[src/rtl/dmem_pkg.sv]
// Shared encodings for the data-memory controller: access sizes, FSM states
// and the default data-segment base address.
package dmem_pkg;

  localparam logic [1:0] SZ_BYTE = 2'b00;
  localparam logic [1:0] SZ_HALF = 2'b01;
  localparam logic [1:0] SZ_WORD = 2'b10;

  localparam logic [31:0] DEF_BASE_ADDR = 32'h1001_0000;

  typedef enum logic [2:0] {
    IDLE    = 3'd0,
    RD      = 3'd1,
    RD_WAIT = 3'd2,
    MERGE   = 3'd3,
    WR      = 3'd4,
    RESP    = 3'd5
  } state_e;

endpackage

[src/rtl/dmem_lane.sv]
// Little-endian lane logic: extracts/extends a load value from a RAM word and
// builds the merged word for sub-word stores.
module dmem_lane
  import dmem_pkg::*;
(
  input  logic [1:0]  size,
  input  logic        sign,
  input  logic [1:0]  lane,
  input  logic [31:0] word,
  input  logic [31:0] wdata,
  output logic [31:0] load_val,
  output logic [31:0] merged
);

  logic [7:0]  sel_byte;
  logic [15:0] sel_half;

  always_comb begin
    sel_byte = word[{lane, 3'b000} +: 8];
    sel_half = lane[1] ? word[31:16] : word[15:0];
    load_val = word;
    merged   = word;
    case (size)
      SZ_BYTE: begin
        load_val = {{24{sign & sel_byte[7]}}, sel_byte};
        merged[{lane, 3'b000} +: 8] = wdata[7:0];
      end
      SZ_HALF: begin
        load_val = {{16{sign & sel_half[15]}}, sel_half};
        merged[{lane[1], 4'b0000} +: 16] = wdata[15:0];
      end
      default: begin
        load_val = word;
        merged   = wdata;
      end
    endcase
  end

endmodule

[src/rtl/dmem_ctrl.sv]
// Data-memory controller: CPU load/store port to a word-wide synchronous RAM,
// with address range/alignment checking and read-modify-write sub-word stores.
module dmem_ctrl
  import dmem_pkg::*;
#(
  parameter logic [31:0] BASE_ADDR   = DEF_BASE_ADDR,
  parameter int          DEPTH_WORDS = 2048,
  parameter int          AW          = 11
) (
  input  logic          clk,
  input  logic          rst,
  input  logic          req_valid,
  output logic          req_ready,
  input  logic          req_we,
  input  logic [1:0]    req_size,
  input  logic          req_sign,
  input  logic [31:0]   req_addr,
  input  logic [31:0]   req_wdata,
  output logic          resp_valid,
  output logic [31:0]   resp_rdata,
  output logic          resp_err,
  output logic          mem_en,
  output logic          mem_we,
  output logic [AW-1:0] mem_addr,
  output logic [31:0]   mem_wdata,
  input  logic [31:0]   mem_rdata
);

  localparam logic [31:0] RANGE_BYTES = 32'(4 * DEPTH_WORDS);

  // Request channel: a transfer happens on a rising edge with req_valid=1 and
  // req_ready=1; req_ready is high only in IDLE and all req_* are captured then.
  state_e state, next_state;

  logic          we_q, sign_q, err_q;
  logic [1:0]    size_q, lane_q;
  logic [AW-1:0] idx_q;
  logic [31:0]   wdata_q, old_q, rdata_q;

  logic [31:0] offset;
  logic        req_err, accept;
  logic [31:0] lane_word, load_val, merged;

  assign offset = req_addr - BASE_ADDR;
  assign accept = req_valid && req_ready;

  always_comb begin
    req_err = 1'b0;
    if (offset >= RANGE_BYTES) req_err = 1'b1;
    case (req_size)
      SZ_BYTE: ;
      SZ_HALF: if (req_addr[0]) req_err = 1'b1;
      SZ_WORD: if (req_addr[1:0] != 2'b00) req_err = 1'b1;
      default: req_err = 1'b1;
    endcase
  end

  always_comb begin
    next_state = state;
    case (state)
      IDLE: begin
        if (accept) begin
          if (req_err)                           next_state = RESP;
          else if (req_we && req_size == SZ_WORD) next_state = WR;
          else                                   next_state = RD;
        end
      end
      RD:      next_state = RD_WAIT;
      RD_WAIT: next_state = we_q ? MERGE : RESP;
      MERGE:   next_state = RESP;
      WR:      next_state = RESP;
      RESP:    next_state = IDLE;
      default: next_state = IDLE;
    endcase
  end

  always_ff @(posedge clk) begin
    if (!rst) begin
      state   <= IDLE;
      we_q    <= 1'b0;
      sign_q  <= 1'b0;
      err_q   <= 1'b0;
      size_q  <= 2'b00;
      lane_q  <= 2'b00;
      idx_q   <= '0;
      wdata_q <= '0;
      old_q   <= '0;
      rdata_q <= '0;
    end else begin
      state <= next_state;
      if (accept) begin
        we_q    <= req_we;
        sign_q  <= req_sign;
        err_q   <= req_err;
        size_q  <= req_size;
        lane_q  <= req_addr[1:0];
        idx_q   <= offset[AW+1:2];
        wdata_q <= req_wdata;
      end
      if (state == RD_WAIT) begin
        if (we_q) old_q   <= mem_rdata;
        else      rdata_q <= load_val;
      end
    end
  end

  // Loads extract straight from the RAM output; merges use the captured old word.
  assign lane_word = (state == MERGE) ? old_q : mem_rdata;

  dmem_lane u_lane (
    .size     (size_q),
    .sign     (sign_q),
    .lane     (lane_q),
    .word     (lane_word),
    .wdata    (wdata_q),
    .load_val (load_val),
    .merged   (merged)
  );

  assign req_ready  = (state == IDLE);
  assign resp_valid = (state == RESP);
  assign resp_err   = (state == RESP) && err_q;
  assign resp_rdata = rdata_q;
  assign mem_en     = (state == RD) || (state == WR) || (state == MERGE);
  assign mem_we     = (state == WR) || (state == MERGE);
  assign mem_addr   = idx_q;
  assign mem_wdata  = (state == MERGE) ? merged : wdata_q;

endmodule

[config.mk]
export PLATFORM = sky130hd
export DESIGN_NAME = dmem_ctrl
export DESIGN_NICKNAME = d
export VERILOG_FILES = /design/src/rtl/dmem_pkg.sv /design/src/rtl/dmem_lane.sv /design/src/rtl/dmem_ctrl.sv
export SDC_FILE = /design/constraint.sdc
export NUM_CORES = 1
export LEC_CHECK = 0
export ABC_CLOCK_PERIOD_IN_PS = 2850
export BUFFER_PORTS_ARGS = -buffer_cell sky130_fd_sc_hd__buf_2
export CAP_MARGIN = 20
export CORE_MARGIN = 2
export CORE_UTILIZATION = 53
export CTS_BUF_LIST = sky130_fd_sc_hd__clkbuf_4
export CTS_CLUSTER_SIZE = 10
export DETAILED_ROUTE_END_ITERATION = 10
export PLACE_DENSITY_LB_ADDON = 0.15
export SLEW_MARGIN = 20
export SYNTH_ARGS = -nofsm -noshare
export SYNTH_HDL_FRONTEND = slang
export SYNTH_HIERARCHICAL = 1
export SYNTH_SLANG_ARGS = --single-unit
[constraint.sdc]
create_clock -name clk -period 2.85 [get_ports clk]
set_input_delay 0.1425 -clock clk [delete_from_list [all_inputs] [get_ports clk]]
set_output_delay 0.1425 -clock clk [all_outputs]
set_load 0.02 [all_outputs]
### Word-level counts from Yosys, hierarchy flattened

Index checks and enable logic that the tools add are counted.

* bitwise gates (word level): 3
* reduce and logical (&&, ||, !) cells: 13
* add/subtract/negate cells: 3
* equal/unequal tests: 9
* mux-type cells: 16
* shifts and indexed selects: 5
* magnitude comparators: 1

Operators with widths (number)
* $pmux W32 S2: 2
* $bwmux W32: 2
* $mux W32: 2
* $ge A32 B14 Y1 const B: 1
* $shift A16 B7 Y32 const A: 1
* $shift A8 B7 Y32 const A: 1
* $shiftx A16 B7 Y32: 1
* $shiftx A32 B6 Y8: 1
* $shiftx A8 B7 Y32: 1
* $sub A32 B29 Y32 const B: 1
* $mux W16: 1
* $neg A5 Y7: 2
* $mux W3: 4
* $pmux W3 S4: 1
* $eq A3 B2 Y1 const B: 2
* $eq A3 B3 Y1 const B: 2
* $eq A2 B1 Y1 const B: 2
* $logic_not A2 Y1: 2
* $reduce_and A2 Y1: 2
* $eq A3 B1 Y1 const B: 1
* $logic_and A1 B1 Y1: 3
* $logic_not A3 Y1: 1
* $logic_or A1 B1 Y1: 3
* $mux W1: 3
* 7 further kinds: 8

* input port bits: 103
* register bits after elaboration: 117
* output and inout bits: 80

### Depth between registers and ports, before layout

* word-level depth: 8
* mapped depth: 11
* mapped depth without buffers: 7

### Cells and area by module

Netlist, hierarchy kept.

Modules (own cells, without submodules)
* dmem_ctrl: times used 1, cells an instance 625, area an instance 5512.8 µm²
* dmem_lane: times used 1, cells an instance 255, area an instance 1754.2 µm²

### Worst setup path before layout

OpenSTA, ideal clock, no wires.

* kind: reg2out
* start point: register lane_q[1]
* end point: output mem_wdata[14]
* data arrival time: 2361 ps
* path slack: 346 ps
* stages on the path, launching flop included: 10
* data required time: 2707 ps
* path through: dfxtp_1 buf_4 inv_2 clkbuf_1 ha_1 nor4b_2 and3_1 buf_2 a221o_1 mux2_1

* cells in the longest elaborated chain, start to end: 5
* elaborated cells on any way between the ends: 10

Ends and longest elaborated chain
* start, declared: RTL line dmem_ctrl.sv:36 `logic [1:0] size_q, lane_q;`
* start signal, assigned: RTL line dmem_ctrl.sv:96 `lane_q <= req_addr[1:0];`
* $neg A5 Y7 (on tied branches): RTL line dmem_lane.sv:30, dmem_lane.sv:26
* $shiftx A16 B7 Y32 (tied with other cells): RTL line dmem_lane.sv:30 `merged[{lane[1], 4'b0000} +: 16] = wdata[15:0];`
* $bwmux W32 (on tied branches): RTL line dmem_lane.sv:30, dmem_lane.sv:26
* $pmux W32 S2 (*): RTL line dmem_lane.sv:23 `case (size)`
* via merged[14]: RTL line dmem_ctrl.sv:42 `logic [31:0] lane_word, load_val, merged;`
* $mux W32 (*): RTL line dmem_ctrl.sv:127 `assign mem_wdata = (state == MERGE) ? merged : wdata_q;`
* end, declared: RTL line dmem_ctrl.sv:25 `output logic [31:0] mem_wdata,`

Mark *: on every way through the listed nets, which the timed path passes. The rest lies on a longest branch.

### Worst setup path in the final report

* start point: register state[2]
* end point: output mem_wdata[29]

* cells in the longest elaborated chain, start to end: 5
* elaborated cells on any way between the ends: 6

Ends and longest elaborated chain
* start, declared: RTL line dmem_ctrl.sv:33 `state_e state, next_state;`
* start signal, assigned: RTL line dmem_ctrl.sv:90 `state <= next_state;`
* $eq A3 B2 Y1 (*): RTL line dmem_ctrl.sv:108 `assign lane_word = (state == MERGE) ? old_q : mem_rdata;`
* $mux W32 (*): RTL line dmem_ctrl.sv:108
* via lane_word[29]: RTL line dmem_ctrl.sv:42
* $bwmux W32 (on tied branches): RTL line dmem_lane.sv:30, dmem_lane.sv:26
* $pmux W32 S2 (*): RTL line dmem_lane.sv:23
* via merged[29]: RTL line dmem_ctrl.sv:42
* $mux W32 (*): RTL line dmem_ctrl.sv:127

Marked as above.

==> flow_summary.yaml <==
grt:
  grt-ovfl-total: 0
  grt_use_total: 0.317
  grt_max_degree: 76
  grt_pass1_wl_um: 36100
  grt_pass1_vias: 6961
  antenna_found_initial: 1
floorplan:
  die_area_mm2: 0.0147
  core_mm2: 0.0133
  ios: 183
  die_w_um: 121
  dieHeight_um: 121
  start_util: 0.547
  rows: 42
power:
  power_mw: 4.21
  p_leak_nw: 3.97
  ir_drop_v: 0.000336
  power.density_mw_per_mm2: 448
routing:
  dr.pass1.iters: 7
  dr_total_vias: 7624
  wirelength_um: 23700
  wl_per_cell_um: 18.0
  viasPerCell: 5.79
  first_iter_violations: 774
  drc: 0
  ant_nets: 0
setup_path:
  worst_setup_path_end_kind: "primary output"
  path_cells: "buf_4 > nand3b_4 > mux2_4 > mux2i_1 > o21ai_0 > a311o_1 > mux2_1 > buf_2"
  slowest_delay_ns: 0.39
  cp.required_ns: 2.71
  critical_path_class: "reg2out"
  cp_max_fo: 7
  cp-start-kind: "register"
  cpMaxStageDelayCell: "mux2_4"
  r2r_setup_slack_ns: 0.49
  cp.arrival_ns: 2.64
sta:
  whs_ns: 0.203
  tns_ns: 0
  setup_violations: 0
  rsz0062_at_grt: "yes"
  hold_viol: 0
  fin_crit_ns: 2.78
  clock_skew_ns: 0.0152
  max_freq_mhz: 359
  drv_slew: 0
  period_share: 0.977
  tightestPinTransition_ns: 0.713
  maxSlewHeadroom: 0.523
layout:
  final_layout_size_suffix_gt1_frac: 0.294
  fin_area_mm2: 0.00939
  fin_nets: 1238
  fill_cells: 1073
  syn2layout_area_growth_pct: 29.3
  utilization: 0.707
synth:
  syn_area_mm2: 0.00727
  yosys.area.top_type_share: 0.322
  synth_edf_count: 0
  synth_nets: 991
  yosys-top-cells-count: "281 x nand2_1, 117 x dfxtp_1, 84 x a21boi_1"
  ys_types: 65
  synth-async-reset-ratio: 0
  syn-instance-count: 880
  yosysTopAreaCell: "dfxtp_1"
  synth_area_per_cell_um2: 8.26
  ys_ff_latch: 117
  synth_area_leaders: "dfxtp_1 32%, nand2_1 15%, a21boi_1 8.7%, mux2_2 8.7%, buf_6 3.3%"
  synth_warnings: 6
  synth_flop_cell: "dfxtp_1"
  ys_seq_area_frac: 0.322
  synth.most_common_cell: "nand2_1"
cts:
  clkSinkCount: 117
  cts_buffers: 17
  htreeDepth: 4
  clk_pin_slew_ns: 0.11
  root_buffer: "clkbuf_4"
  cts_buffer_depth: 2
  insertion_delay_ns: 0.55
  cts_tree: "done"
run:
  max_cap_violations: 0
placed_design:
  dpl_cell_area_mm2: 0.00811
  portBuffers: 182
  place_congestion: 1.00
  dpl.hpwl_um: 15500
worst_hold_path:
  hp-class: "in2reg"
run_status:
  outcome: "completed"
-- metrics by stage --
stage,setup WS (ns),cells
finish,0.0654,1317
global route,-0.0441,1317
CTS,-0.00194,1306
detailed placement,0.393,1189
global placement,0.441,1189
floorplan,0.346,880
-- critical path, delay by kind of cell, from the launching register on --
| kind | cells | cell delay [ns] |
|---|---|---|
| and+or+nand+nor | 1 | 0.22 |
| DFF | 1 | 0.35 |
| muxes | 3 | 0.82 |
| buffers and inverters | 2 | 0.30 |
| AOI/OAI and AO/OA | 2 | 0.42 |
-- path summary, 6_finish.rpt --
check             cells after the start           start             end
setup / recovery                      8        state[2]   mem_wdata[29]
setup reg to reg                      7        state[2]           err_q
hold reg to reg                       2  resp_rdata[29]  resp_rdata[29]
hold / removal                        2             rst  resp_rdata[10]
-- layer usage --
| metal | global-route usage | up-vias | wire [um] |
|---|---|---|---|
| li1 | - | 3591 | - |
| met4 | 0.122 | 0 | 752 |
| met1 | 0.409 | 3540 | 9670 |
| met2 | 0.508 | 415 | 11000 |
| met5 | 0 | - | 0 |
| met3 | 0.0808 | 78 | 2280 |
-- kinds of logic after synthesis --
family | after synthesis | synth area share
simple gates | 355 | 0.214
mux | 83 | 0.126
buf+inv | 86 | 0.0723
flops | 117 | 0.322
fa+ha+maj | 8 | 0.0138
compound gates | 231 | 0.252
-- where the power goes --
group / leakage [nW] / internal [mW] / switching (mW)
Clock: 0.131 / 0.490 / 0.631
Combinational: 2.89 / 0.561 / 0.709
Sequential: 0.953 / 1.71 / 0.103
-- state kept, by name, indices dropped and copies added, names as in the netlist --
register	flops
wdata_q	32
mem_addr	11
sign_q	1
err_q	1
resp_rdata	32
lane_q	2
size_q	2
old_q	32
state	3
we_q	1
-- layout by cell type, fill, tap and decap left out, types with 3 or more instances in the layout --
cell type / synthesis / layout
nor4b_1: 3 / 3
nand3_1: 4 / 4
clkinv_2: 0 / 3
o21ai_2: 10 / 10
a21boi_1: 84 / 84
o221ai_1: 14 / 14
clkinv_1: 0 / 8
mux2i_1: 17 / 17
nor3b_1: 8 / 8
mux2_2: 56 / 54
buf_4: 4 / 28
nand2_1: 281 / 281
o21ai_0: 11 / 10
a311o_1: 7 / 7
o22ai_1: 3 / 3
inv_1: 16 / 16
a21boi_0: 29 / 29
o211ai_1: 3 / 3
dlygate4sd3_1: 0 / 83
a21oi_1: 3 / 3
nor4_1: 6 / 6
a221o_1: 15 / 15
mux2_4: 0 / 6
buf_2: 24 / 180
dfxtp_1: 117 / 112
a22o_1: 23 / 23
nand2b_1: 6 / 6
nor2_1: 17 / 17
or3_1: 3 / 3
a22oi_1: 5 / 5
dfxtp_4: 0 / 3
nor2b_1: 5 / 5
clkbuf_4: 0 / 17
o21ai_1: 8 / 9
ha_1: 8 / 7
mux2_1: 9 / 5
-- repair_timing --
item	in CTS	in global routing
resized for setup	6	25
buffers inserted	1	9
hold buffers	83	0
pin swaps	1	2
hold endpoints to repair	83	0
gates cloned	1	1
setup endpoints to repair	17	32
-- final cells by class --
cell class | instances | area [um2] | area share
inverters | 17 | 63.8 | 0.00679
repair buffers | 296 | 2030 | 0.216
flip-flops and latches | 117 | 2360 | 0.251
multi-input cells | 678 | 4470 | 0.476
diodes | 1 | 2.50 | 0.000266
clock buffers | 17 | 128 | 0.0136
clock inverters | 15 | 120 | 0.0128
well taps | 176 | 220 | 0.0234
(Power assumes the default switching activity.)
